===== src/rtl/flag_watchdog_pkg.sv =====
// Shared types and constants for the flag watchdog.
//   wd_state_e      : watchdog FSM encoding, exported on the wd_state port
//   DEFAULT_TIMEOUT : integration value for the timeout port
//   sat_inc8        : saturating 8-bit increment used by the trip counter
package flag_watchdog_pkg;

  typedef enum logic [1:0] {
    WD_ARMED   = 2'd0,
    WD_FIRE    = 2'd1,
    WD_HOLDOFF = 2'd2,
    WD_LATCHED = 2'd3
  } wd_state_e;

  localparam int unsigned DEFAULT_TIMEOUT = 1_600_000;

  function automatic logic [7:0] sat_inc8(input logic [7:0] v);
    return (v == 8'hFF) ? v : v + 8'd1;
  endfunction

endpackage


===== src/rtl/sync_2ff.sv =====
// Single-bit two-flop synchronizer for an asynchronous input.
//   clk : destination clock
//   rst : asynchronous active-low reset, clears both flops
//   d   : asynchronous input
//   q   : synchronized output (two clk cycles of latency)
module sync_2ff (
  input  logic clk,
  input  logic rst,
  input  logic d,
  output logic q
);

  logic meta;

  always_ff @(posedge clk or negedge rst) begin
    if (!rst) begin
      meta <= 1'b0;
      q    <= 1'b0;
    end else begin
      meta <= d;
      q    <= meta;
    end
  end

endmodule


===== src/rtl/flag_watchdog_mc.sv =====
// Multi-channel watchdog on transceiver receive-status flags.
// Each channel counts cycles of a stuck-high flag (mode 0) or of flag
// inactivity (mode 1); reaching timeout trips the watchdog, which drives an
// active-low reset pulse (or a latched reset) to the receive logic.
//   clk, rst   : clock, asynchronous active-low reset
//   flag_in    : raw flags, asynchronous to clk
//   ch_en      : per-channel enable (0 holds the counter at 0)
//   ch_mode    : 0 stuck-high detect, 1 inactivity detect
//   timeout    : trip threshold in cycles, 0 disables all channels
//   clr_cause  : one-cycle pulse clearing cause and trip_cnt
//   rst_out    : active-low reset to the receive logic (registered)
//   cause      : sticky record of channels that tripped
//   trip_cnt   : saturating trip event count
//   wd_state   : FSM state (0 ARMED, 1 FIRE, 2 HOLDOFF, 3 LATCHED)
//
// Handshake: there is no valid/ready flow; clr_cause is a plain one-cycle
// strobe sampled on the next rising edge, and trips are one-cycle internal
// pulses consumed only while ARMED.
module flag_watchdog_mc
  import flag_watchdog_pkg::*;
#(
  parameter int unsigned N_CH          = 2,
  parameter int unsigned CNT_W         = 24,
  parameter int unsigned RST_PULSE_CYC = 16,
  parameter int unsigned HOLDOFF_CYC   = 1024,
  parameter int unsigned LATCH         = 0
) (
  input  logic             clk,
  input  logic             rst,
  input  logic [N_CH-1:0]  flag_in,
  input  logic [N_CH-1:0]  ch_en,
  input  logic [N_CH-1:0]  ch_mode,
  input  logic [CNT_W-1:0] timeout,
  input  logic             clr_cause,
  output logic             rst_out,
  output logic [N_CH-1:0]  cause,
  output logic [7:0]       trip_cnt,
  output logic [1:0]       wd_state
);

  localparam int unsigned DLY_MAX = (RST_PULSE_CYC > HOLDOFF_CYC) ? RST_PULSE_CYC : HOLDOFF_CYC;
  localparam int unsigned DLY_W   = $clog2(DLY_MAX + 1);
  localparam logic [DLY_W-1:0] PULSE_LD = DLY_W'(RST_PULSE_CYC - 1);
  localparam logic [DLY_W-1:0] HOLD_LD  = DLY_W'(HOLDOFF_CYC - 1);

  wd_state_e         state;
  logic [DLY_W-1:0]  dly;
  logic [N_CH-1:0]   flag_s;
  logic [N_CH-1:0]   flag_q;
  logic [N_CH-1:0]   edge_v;
  logic [N_CH-1:0]   trip_q;
  logic              global_hold;

  // Counters only run while ARMED with a non-zero threshold.
  assign global_hold = (state != WD_ARMED) || (timeout == '0);
  assign edge_v      = flag_s ^ flag_q;
  assign wd_state    = state;

  always_ff @(posedge clk or negedge rst) begin
    if (!rst) flag_q <= '0;
    else      flag_q <= flag_s;
  end

  for (genvar g = 0; g < N_CH; g++) begin : g_ch
    logic [CNT_W-1:0] cnt_r;
    logic [CNT_W-1:0] cnt_nxt;
    logic             run;
    logic             hold;
    logic             trip_r;

    sync_2ff u_sync (
      .clk (clk),
      .rst (rst),
      .d   (flag_in[g]),
      .q   (flag_s[g])
    );

    assign hold = global_hold || !ch_en[g];
    // Condition that keeps the episode alive: flag high, or no edge.
    assign run  = ch_mode[g] ? !edge_v[g] : flag_s[g];

    always_comb begin
      cnt_nxt = '0;
      if (!hold && run) begin
        // Hold at (or above, after a lowered timeout) the threshold.
        if (cnt_r >= timeout) cnt_nxt = cnt_r;
        else                  cnt_nxt = cnt_r + CNT_W'(1);
      end
    end

    always_ff @(posedge clk or negedge rst) begin
      if (!rst) begin
        cnt_r  <= '0;
        trip_r <= 1'b0;
      end else begin
        cnt_r  <= cnt_nxt;
        // Only the transition onto timeout trips; a held or overshooting
        // counter never re-trips until it clears.
        trip_r <= !hold && (cnt_nxt == timeout) && (cnt_r != timeout);
      end
    end

    assign trip_q[g] = trip_r;
  end

  always_ff @(posedge clk or negedge rst) begin
    if (!rst) begin
      state    <= WD_ARMED;
      rst_out  <= 1'b1;
      dly      <= '0;
      cause    <= '0;
      trip_cnt <= 8'd0;
    end else begin
      if (clr_cause) begin
        cause    <= '0;
        trip_cnt <= 8'd0;
      end
      case (state)
        WD_ARMED: begin
          if (|trip_q) begin
            state   <= WD_FIRE;
            rst_out <= 1'b0;
            dly     <= PULSE_LD;
            // A coincident clear loses to the trip.
            cause    <= clr_cause ? trip_q : (cause | trip_q);
            trip_cnt <= clr_cause ? 8'd1 : sat_inc8(trip_cnt);
          end
        end
        WD_FIRE: begin
          if (dly == '0) begin
            if (LATCH != 0) begin
              state <= WD_LATCHED;
            end else begin
              state   <= WD_HOLDOFF;
              rst_out <= 1'b1;
              dly     <= HOLD_LD;
            end
          end else begin
            dly <= dly - DLY_W'(1);
          end
        end
        WD_HOLDOFF: begin
          if (dly == '0) state <= WD_ARMED;
          else           dly   <= dly - DLY_W'(1);
        end
        WD_LATCHED: begin
          rst_out <= 1'b0;
        end
        default: begin
          state   <= WD_ARMED;
          rst_out <= 1'b1;
        end
      endcase
    end
  end

endmodule


===== config.mk =====
export PLATFORM = sky130hd
export DESIGN_NAME = flag_watchdog_mc
export DESIGN_NICKNAME = d
export VERILOG_FILES = /design/src/rtl/flag_watchdog_pkg.sv /design/src/rtl/sync_2ff.sv /design/src/rtl/flag_watchdog_mc.sv
export SDC_FILE = /design/constraint.sdc
export NUM_CORES = 1
export LEC_CHECK = 0
export BUFFER_PORTS_ARGS = -buffer_cell sky130_fd_sc_hd__buf_2
export CELL_PAD_IN_SITES_DETAIL_PLACEMENT = 1
export CELL_PAD_IN_SITES_GLOBAL_PLACEMENT = 1
export CORE_ASPECT_RATIO = 1.25
export CORE_MARGIN = 2
export CORE_UTILIZATION = 34
export CTS_CLUSTER_SIZE = 24
export DETAILED_ROUTE_END_ITERATION = 10
export GPL_TIMING_DRIVEN = 0
export PLACE_DENSITY = 0.66
export SETUP_SLACK_MARGIN = 0.5
export SYNTH_ARGS = -nofsm -noshare
export SYNTH_HDL_FRONTEND = slang
export SYNTH_SLANG_ARGS = --single-unit

===== constraint.sdc =====
create_clock -name clk -period 3.21 [get_ports clk]
set_clock_uncertainty 0.15 [all_clocks]
set_input_delay 0.8025 -clock clk [delete_from_list [all_inputs] [get_ports clk]]
set_output_delay 0.8025 -clock clk [all_outputs]
set_load 0.005 [all_outputs]

==> flow_summary_export.csv, run 1 <==
group,metric,value,unit
final_layout,finalNonFillerCells,1170,
global_routing,track_usage,0.275,
logic_synthesis,syn-num-nets,859,
worst_hold_path,worstHoldStart,"g_ch[0].u_sync.meta$_DFF_PN0_",
detailed_routing,drc,0,
global_routing,grt_pass1_vias,7657,
sta,min_period_over_period,1.20,
final_layout,num_antenna_cells,0,
sta,timing.final.ws_setup,-657,ps
logic_synthesis,yosysWarningCount,0,
cts,cts_hold_buffers,0,
logic_synthesis,synth_top_family_by_area,"simple AND/OR/NAND/NOR gates",
cts,cts_buffer_depth,2,
die,die_height,160,um
logic_synthesis,synth-simple-area-share,0.256,
logic_synthesis,netlist_area,6600,um^2
global_routing,grt_use_met3,0.0335,
detailed_routing,first_pass_iters,6,
pwr,p_leak,3.98,nW
sta,timing_hold_violations_final,0,
global_routing,grtUsageMet2,0.509,
cts,cts_tree,"built",
logic_synthesis,synth_seq_cells,80,
setup_path,reg2reg_depth,13,
placement,dp.cells,1045,
logic_synthesis,async_flop_share,1.00,
detailed_routing,vias,7026,
pwr,vdd_drop_max,0.242,mV
logic_synthesis,ys_seq_area_frac,0.304,
final_layout,layout-drive-gt1-share,0.409,
logic_synthesis,synth_compound_area_frac,0.182,
die,rows,56,
sta,period_needed,3870,ps
logic_synthesis,synth_top_cell_area_share,0.300,
logic_synthesis,synth-edff-count,0,
cts,clk_pin_slew_worst_paths,70,ps
cts,cts_root_buf,"clkbuf_16",
worst_hold_path,hold_depth,0,
detailed_routing,drtIter0Drc,435,
setup_path,start_kind,"flip-flop",
sta,slew_headroom,0.540,
detailed_routing,wirelength,28700,um
logic_synthesis,ys_types,83,
setup_path,slowest_delay,570,ps
die,io_pins,46,
setup_path,cp_data_arrival_time,4010,ps
pwr,power_density,250,nW/um^2
global_routing,grt_overflow,0,
setup_path,crit_type,"reg -> reg",
final_layout,area_delta_synth_final,53.8,%
die,fp.dieW,129,um
logic_synthesis,synthMuxAreaShare,0.0121,
pwr,totalPowerFinal,0.00253,W
setup_path,r2r-start,"wd_state[0]$_DFFE_PN0P_",
logic_synthesis,avgSynthCellArea,8.57,um^2
final_layout,fillers,2057,
placement,dp_hpwl,19100,um
global_routing,grt_pass1_wl,43100,um
worst_hold_path,worstHoldEndpoint,"g_ch[0].u_sync.q$_DFF_PN0_",
detailed_routing,wl_per_cell,24.5,um
setup_path,r2r-end,"g_ch[1].trip_r$_DFF_PN0_",
run_status,violations,"negative setup slack",
logic_synthesis,synthAdderAreaFrac,0.106,
global_routing,grt_max_degree,55,
detailed_routing,vias_per_cell,6.01,
sta,holdWs,197,ps
placement,port_buffers,42,
global_routing,busiest_layer,"met2",
sta,setup_viol,8,
logic_synthesis,yosys-top-cells-area,"dfrtp_1 30%, ha_1 11%, xnor2_1 6.4%",
sta,rsz0062_at_grt,"yes",
sta,tightestPinTransition,690,ps
logic_synthesis,synthFlopType,"dfrtp_1",
cts,clock-sinks,80,
setup_path,path_max_fanout,10,
setup_path,cp-end-kind,"flip-flop",
run_status,status,"finished, violations left",
detailed_routing,ant_nets,0,
setup_path,cpMaxStageDelayCell,"or4_4",
die,initial_core_util,0.349,
final_layout,layout.nets,1022,
die,coreArea,18900,um^2
setup_path,path_cells,"inv_1 -> ha_1 -> clkbuf_2 -> nand2_1 -> a211o_2 -> clkbuf_8 -> a2111oi_0 -> nor2_1 -> nor3_1 -> o311ai_1 -> or4_4 -> a2111oi_4 -> and4bb_1",
sta,drv_slew,0,
global_routing,gr-usage-met1,0.309,
logic_synthesis,synth_xor_area_frac,0.0863,
cts,clock_latency,370,ps
cts,numCtsBuffers,9,
logic_synthesis,netlist_instances,770,
job,max_cap_viol_count,0,
die,die_area,20500,um^2
sta,fmax,259,MHz
setup_path,r2r_slack,-660,ps
global_routing,antenna_found_initial,0,
cts,cts_max_level,3,
worst_hold_path,hold_class,"reg -> reg",
setup_path,worstPathRequired,3350,ps
logic_synthesis,yosys.area.top_type,"dfrtp_1",
placement,gp_congestion,0.937,
## layout by cell type, fill, tap and decap left out, types with 23 or more instances in the layout
cell     instances
buf_6           46
a21oi_1         30
nand2_1         48
dfrtp_1         76
ha_1            25
buf_2           23
nor2_1          55
nand4_1         30
ha_4            31
nand3_1         26
xnor2_1         38
o21ai_0         23
buf_4           72
## layer usage
| metal | wire length (um) | part of all wire |
|---|---|---|
| met5 | 0 | 0 |
| met3 | 1100 | 0.038 |
| met2 | 15500 | 0.54 |
| met1 | 10800 | 0.38 |
| met4 | 1310 | 0.046 |
## final cells by class
| class | instances | area (um^2) | share of cell area |
|---|---|---|---|
| plain buffers | 34 | 349 | 0.0344 |
| clock buffers | 11 | 253 | 0.0249 |
| clock inverters | 5 | 38.8 | 0.00382 |
| inverters | 47 | 268 | 0.0264 |
| multi-input cells | 609 | 5490 | 0.541 |
| flip-flops and latches | 80 | 2010 | 0.198 |
| well taps | 232 | 290 | 0.0286 |
| repair buffers | 152 | 1450 | 0.143 |
## synth_stat cells, types with 15 or more instances
master    number
dfrtp_1       79
nor2_1        69
ha_1          56
nand2_1       52
xnor2_1       48
a21oi_1       47
inv_1         47
nor3_1        32
nand4_1       30
nand3_1       29
o21ai_0       25
clkbuf_1      17
xor2_1        17
and3_1        16
nor4_1        15
## through the flow
stage	instance area [um^2]	TNS, ps	setup WS [ps]	utilization
floorplan	7040	-1560	-637	-
global placement	7540	-23970	-1600	0.398
detailed placement	7570	-27080	-1700	0.400
CTS	9740	-1500	-576	0.515
global route	10100	-2560	-712	0.536
finish	10100	-2010	-657	0.536
## timing repair
| action | 4_1_cts | 5_1_grt |
|---|---|---|
| gates resized for setup | 261 | 56 |
| pin swaps | 84 | 40 |
| cloned | 0 | 1 |
| endpoints found under the setup margin | 61 | 58 |
| setup buffers | 89 | 19 |
## report_power, final
part	switching [W]	internal [W]
Combinational	0.000252	0.000191
Sequential	0.00000713	0.00101
Clock	0.000497	0.000572
## how the worst max path moves through the flow
stage	start	end	slack (ps)	cells past startpoint
CTS	timeout[13]	g_ch[1].trip_r$_DFF_PN0_	-580	13
global route	timeout[18]	g_ch[0].trip_r$_DFF_PN0_	-710	17
finish	wd_state[0]$_DFFE_PN0P_	g_ch[1].trip_r$_DFF_PN0_	-660	13
floorplan	timeout[14]	g_ch[1].trip_r$_DFF_PN0_	-640	13
detailed placement	timeout[16]	g_ch[1].trip_r$_DFF_PN0_	-1700	15
global placement	timeout[12]	g_ch[1].trip_r$_DFF_PN0_	-1600	14
## critical path: cells and delay by family (launching register included)
| family | cells | cell delay, ps |
|---|---|---|
| AO/OA/AOI/OAI | 4 | 1050 |
| AND/OR/NAND/NOR | 5 | 1450 |
| buffers and inverters | 3 | 530 |
| flip-flops | 1 | 440 |
| adder cells (fa/ha/maj) | 1 | 160 |
## cell families (layout without fill, tap and decap cells)
family / Yosys count / in the layout
AND/OR/NAND/NOR: 309 / 309
AO/OA/AOI/OAI: 171 / 171
buffers and inverters: 81 / 249
flip-flops: 80 / 80
XOR/XNOR: 65 / 65
adder cells (fa/ha/maj): 56 / 56
multiplexers: 8 / 8
## sequential cells by signal, summed over array words and instances, names as in the netlist
register / flops
rst_out: 1
trip_cnt: 8
g_ch.u_sync.q: 2
g_ch.cnt_r: 48
dly: 11
cause: 2
wd_state: 2
flag_q: 2
g_ch.u_sync.meta: 2
g_ch.trip_r: 2
Note: power is estimated with default switching activity, not from simulation.
==> run 2: changes to the inputs <==
Settings changed: CORE_UTILIZATION 34 to 40, PLACE_DENSITY 0.66 to 0.75, SKIP_CTS_REPAIR_TIMING set to 1.
==> flow_summary_export.csv, run 2 (same netlist as run 1, synthesis figures left out) <==
group,metric,value,unit
sta,slew_headroom,0.458,
detailed_routing,vias,7359,
detailed_routing,wirelength,30500,um
pwr,power_density,256,nW/um^2
final_layout,mostFrequentLayoutCells,"79 x dfrtp_1, 69 x buf_4, 57 x nor2_1, 47 x nand2_1, 38 x xnor2_1",
pwr,vdd_drop_max,0.167,mV
sta,holdWs,215,ps
setup_path,r2r_slack,-910,ps
detailed_routing,first_pass_iters,5,
final_layout,largest_reg_flops,48,
pwr,p_leak,3.85,nW
cts,cts_root_buf,"clkbuf_16",
pwr,totalPowerFinal,0.00253,W
die,initial_core_util,0.407,
sta,setup_viol,5,
sta,min_period_over_period,1.28,
placement,dp_slack,-1700,ps
global_routing,track_usage,0.274,
die,die_area,17500,um^2
die,rows,52,
die,die_height,148,um
die,io_pins,46,
worst_hold_path,hold_class,"reg -> reg",
final_layout,top_regs,"g_ch.cnt_r (48), dly (11), trip_cnt (8)",
setup_path,worstPathRequired,3330,ps
die,coreArea,16200,um^2
detailed_routing,drc,0,
setup_path,crit_end,"g_ch[1].trip_r$_DFF_PN0_",
detailed_routing,wl_per_cell,26.9,um
cts,clock-sinks,80,
global_routing,grt_overflow,0,
die,fp.dieW,119,um
global_routing,grt_pass1_wl,37300,um
setup_path,path_max_fanout,8,
final_layout,num_antenna_cells,0,
detailed_routing,drtIter0Drc,538,
global_routing,antenna_found_initial,0,
setup_path,r2r-start,"g_ch[1].cnt_r[16]$_DFF_PN0_",
run_status,status,"finished, violations left",
setup_path,reg2reg_depth,12,
final_layout,area_delta_synth_final,50.1,%
cts,clk_pin_slew_worst_paths,60,ps
sta,fmax,243,MHz
placement,gp_congestion,0.945,
global_routing,grt_max_degree,51,
final_layout,top_register,"g_ch.cnt_r",
setup_path,critPathLaunch,"g_ch[1].cnt_r[16]$_DFF_PN0_",
setup_path,cp_data_arrival_time,4240,ps
final_layout,finalInstanceArea,9900,um^2
sta,period_needed,4120,ps
setup_path,cp-end-kind,"flip-flop",
final_layout,layout_commonest_cell,"dfrtp_1",
final_layout,layout-drive-gt1-share,0.389,
detailed_routing,ant_nets,0,
setup_path,start_kind,"flip-flop",
sta,rsz0062_at_grt,"yes",
detailed_routing,vias_per_cell,6.49,
setup_path,r2r-end,"g_ch[1].trip_r$_DFF_PN0_",
final_layout,fillers,1757,
cts,clock_latency,360,ps
placement,dp_hpwl,18600,um
cts,numCtsBuffers,9,
job,max_cap_viol_count,0,
cts,cts_tree,"built",
run_status,violations,"negative setup slack",
sta,tightestPinTransition,805,ps
global_routing,grt_pass1_vias,7015,
final_layout,layout.nets,1003,
final_layout,fin_util,0.611,
sta,timing_hold_violations_final,0,
placement,port_buffers,42,
cts,cts_max_level,3,
sta,timing.final.ws_setup,-912,ps
placement,place_area,7550,um^2
setup_path,crit_type,"reg -> reg",
sta,drv_slew,0,
cts,cts_buffer_depth,2,
-- run 2: cell types whose count changed in the layout (fill, tap and decap cells not counted), sizes merged --
cell and change:
inv -2, clkinvlp -1, buf -19, bufinv +1
clkbuf +1
-- run 2: area by class of cell --
class,instances,area [um^2],area share
Tap cell,216,270,0.0273
Buffer,34,347,0.0350
Clock inverter,3,43.8,0.00442
Clock buffer,12,236,0.0239
Inverter,47,263,0.0265
Timing Repair Buffer,133,1220,0.123
Sequential cell,80,2000,0.202
Multi-Input combinational cell,609,5520,0.557
-- run 2: worst max-delay path, cell delays in order, from the launching register on --
cell,delay [ps]
dfrtp_1,570
ha_4,270
nand4_1,250
or2_4,220
o22ai_4,80
or4_4,570
buf_12,180
nor2_4,190
nand4_1,270
a211oi_1,320
a21oi_1,170
a2111oi_4,440
and4bb_1,340
-- run 2: stage by stage --
stage,setup TNS (ps),cells
4_1_cts,-12890,1044
3_5_place_dp,-26580,1029
3_3_place_gp,-21640,1028
5_1_grt,-2350,1134
2_1_floorplan,-1560,770
6_report,-1930,1134
-- run 2: power by group --
| part | switching [W] | internal (W) | leakage, nW |
|---|---|---|---|
| logic | 0.000259 | 0.000181 | 2.62 |
| registers | 0.00000780 | 0.00102 | 1.10 |
| clock network | 0.000466 | 0.000601 | 0.137 |
-- run 2: how the worst min path moves through the flow --
| stage | startpoint | to | slack [ps] | depth (start not counted) |
|---|---|---|---|---|
| 2_1_floorplan | g_ch[0].u_sync.meta$_DFF_PN0_ | g_ch[0].u_sync.q$_DFF_PN0_ | 180 | 0 |
| 3_3_place_gp | g_ch[1].u_sync.meta$_DFF_PN0_ | g_ch[1].u_sync.q$_DFF_PN0_ | 180 | 0 |
| 3_5_place_dp | g_ch[0].u_sync.meta$_DFF_PN0_ | g_ch[0].u_sync.q$_DFF_PN0_ | 190 | 0 |
| 4_1_cts | g_ch[0].u_sync.meta$_DFF_PN0_ | g_ch[0].u_sync.q$_DFF_PN0_ | 210 | 0 |
| 5_1_grt | g_ch[0].u_sync.meta$_DFF_PN0_ | g_ch[0].u_sync.q$_DFF_PN0_ | 240 | 0 |
| 6_report | g_ch[1].u_sync.meta$_DFF_PN0_ | g_ch[1].u_sync.q$_DFF_PN0_ | 210 | 0 |
-- run 2: routing by layer --
metal / global-route usage / wire length [um] / vias to the layer above / share of wire
li1: - / - / 3147 / -
met4: 0.153 / 2230 / 0 / 0.073
met5: 0 / 0 / - / 0
met2: 0.501 / 15700 / 368 / 0.51
met1: 0.305 / 11000 / 3681 / 0.36
met3: 0.0382 / 1600 / 163 / 0.052
==> run 3: changes to the inputs <==
Settings changed: PLACE_DENSITY 0.75 to unset, PLACE_DENSITY_LB_ADDON set to 0.1.
==> flow_summary_export.csv, run 3 (same netlist as run 1, synthesis figures left out) <==
group,metric,value,unit
run_status,status,"finished, violations left",
run_status,violations,"negative setup slack",
sta,drv_slew,0,
job,max_cap_viol_count,0,
final_layout,num_antenna_cells,0,
pwr,vdd_drop_max,0.273,mV
final_layout,multiInputGateArea,5530,um^2
detailed_routing,vias,7190,
final_layout,ff_latch_area,2000,um^2
setup_path,start_kind,"input port",
sta,slew_headroom,0.460,
global_routing,grt_pass1_vias,6802,
sta,setup_viol,11,
placement,port_buffers,42,
final_layout,top_register,"g_ch.cnt_r",
detailed_routing,wl_per_cell,26.6,um
die,initial_core_util,0.407,
cts,clock_latency,360,ps
setup_path,r2r-start,"g_ch[1].cnt_r[15]$_DFF_PN0_",
cts,cts_buffer_depth,2,
setup_path,reg2reg_depth,9,
setup_path,path_cells,"buf_12 -> clkinv_8 -> ha_4 -> nand4_1 -> or4_4 -> o211ai_4 -> nor4b_4 -> and4b_4 -> nor4b_4 -> or3_1 -> or4_4 -> a2111oi_4 -> and4bb_2",
pwr,power_density,264,nW/um^2
placement,dp_slack,-1780,ps
setup_path,path_max_fanout,5,
die,io_pins,46,
final_layout,top_regs,"g_ch.cnt_r (48), dly (11), trip_cnt (8)",
detailed_routing,vias_per_cell,6.36,
final_layout,area_delta_synth_final,51.1,%
final_layout,mostFrequentLayoutCells,"78 x dfrtp_1, 64 x buf_4, 55 x nor2_1, 47 x nand2_1, 37 x xnor2_1",
cts,cts_root_buf,"clkbuf_16",
worst_hold_path,hold_class,"in -> async",
die,fp.dieW,119,um
sta,rsz0062_at_grt,"yes",
setup_path,r2r-end,"g_ch[1].trip_r$_DFF_PN0_",
setup_path,cpMaxStageDelayCell,"or4_4",
sta,timing_hold_violations_final,0,
cts,cts_tree,"built",
global_routing,track_usage,0.278,
detailed_routing,wirelength,30000,um
final_layout,finalInstanceArea,9970,um^2
setup_path,r2r_slack,-780,ps
detailed_routing,first_pass_iters,5,
setup_path,slowest_delay,620,ps
placement,place_area,7550,um^2
final_layout,layout_commonest_cell,"dfrtp_1",
sta,tightestPinTransition,802,ps
sta,min_period_over_period,1.27,
cts,clock-sinks,80,
cts,clk_pin_slew_worst_paths,80,ps
final_layout,largest_reg_flops,48,
pwr,p_leak,3.89,nW
die,die_height,148,um
setup_path,cp_data_arrival_time,4190,ps
setup_path,crit_type,"in -> reg",
die,die_area,17500,um^2
global_routing,grt_pass1_wl,37500,um
global_routing,grt_overflow,0,
setup_path,critPathLaunch,"timeout[16]",
sta,holdWs,192,ps
cts,cts_max_level,3,
sta,fmax,246,MHz
global_routing,grt_max_degree,58,
placement,dp.cells,1029,
setup_path,cp-end-kind,"flip-flop",
final_layout,fillers,1745,
final_layout,layout-drive-gt1-share,0.389,
global_routing,antenna_found_initial,0,
sta,timing.final.ws_setup,-859,ps
setup_path,worstPathRequired,3330,ps
detailed_routing,drc,0,
sta,period_needed,4070,ps
detailed_routing,drtIter0Drc,306,
placement,gp_congestion,0.933,
placement,dp_hpwl,18800,um
die,rows,52,
final_layout,layout.nets,998,
die,coreArea,16200,um^2
final_layout,finalNonFillerCells,1130,
detailed_routing,ant_nets,0,
cts,numCtsBuffers,9,
-- run 3: worst max path at each step --
stage / endpoint / slack (ps)
6_report: g_ch[1].trip_r$_DFF_PN0_ / -860
5_1_grt: g_ch[1].trip_r$_DFF_PN0_ / -960
4_1_cts: g_ch[1].trip_r$_DFF_PN0_ / -1440
3_5_place_dp: g_ch[1].trip_r$_DFF_PN0_ / -1780
3_3_place_gp: g_ch[1].trip_r$_DFF_PN0_ / -1630
2_1_floorplan: g_ch[1].trip_r$_DFF_PN0_ / -640
-- run 3: final cells by class --
class | instances | area share
Inverter | 47 | 0.0277
Multi-Input combinational cell | 609 | 0.555
Clock inverter | 6 | 0.00841
Tap cell | 216 | 0.0271
Buffer | 34 | 0.0330
Sequential cell | 80 | 0.201
Clock buffer | 10 | 0.0230
Timing Repair Buffer | 128 | 0.125
-- run 3: worst max-delay path, delay by kind of cell --
kind            cells  cell delay (ps)
buf+inv             2              160
simple gates        8             2450
fa+ha+maj           1              260
compound gates      2              500
-- run 3: layer usage --
metal | share of wire | routed length, um | GRT usage
met4 | 0.077 | 2310 | 0.112
met5 | 0 | 0 | 0
met1 | 0.36 | 10800 | 0.311
met3 | 0.050 | 1500 | 0.0374
met2 | 0.51 | 15400 | 0.526
-- run 3: per-stage QoR --
stage	util	power [W]	TNS, ps
after floorplan	-	0.00120	-1560
final	0.615	0.00263	-2550
after global routing	0.615	0.00270	-2940
after CTS	0.485	0.00248	-13780
after global placement	0.464	0.00132	-24090
after detailed placement	0.466	0.00134	-28410
-- run 3: where the power goes --
group          switching (W)  total (W)  internal (W)
sequential        0.00000794    0.00102       0.00102
combinational       0.000261   0.000452      0.000191
clock               0.000475    0.00116      0.000680
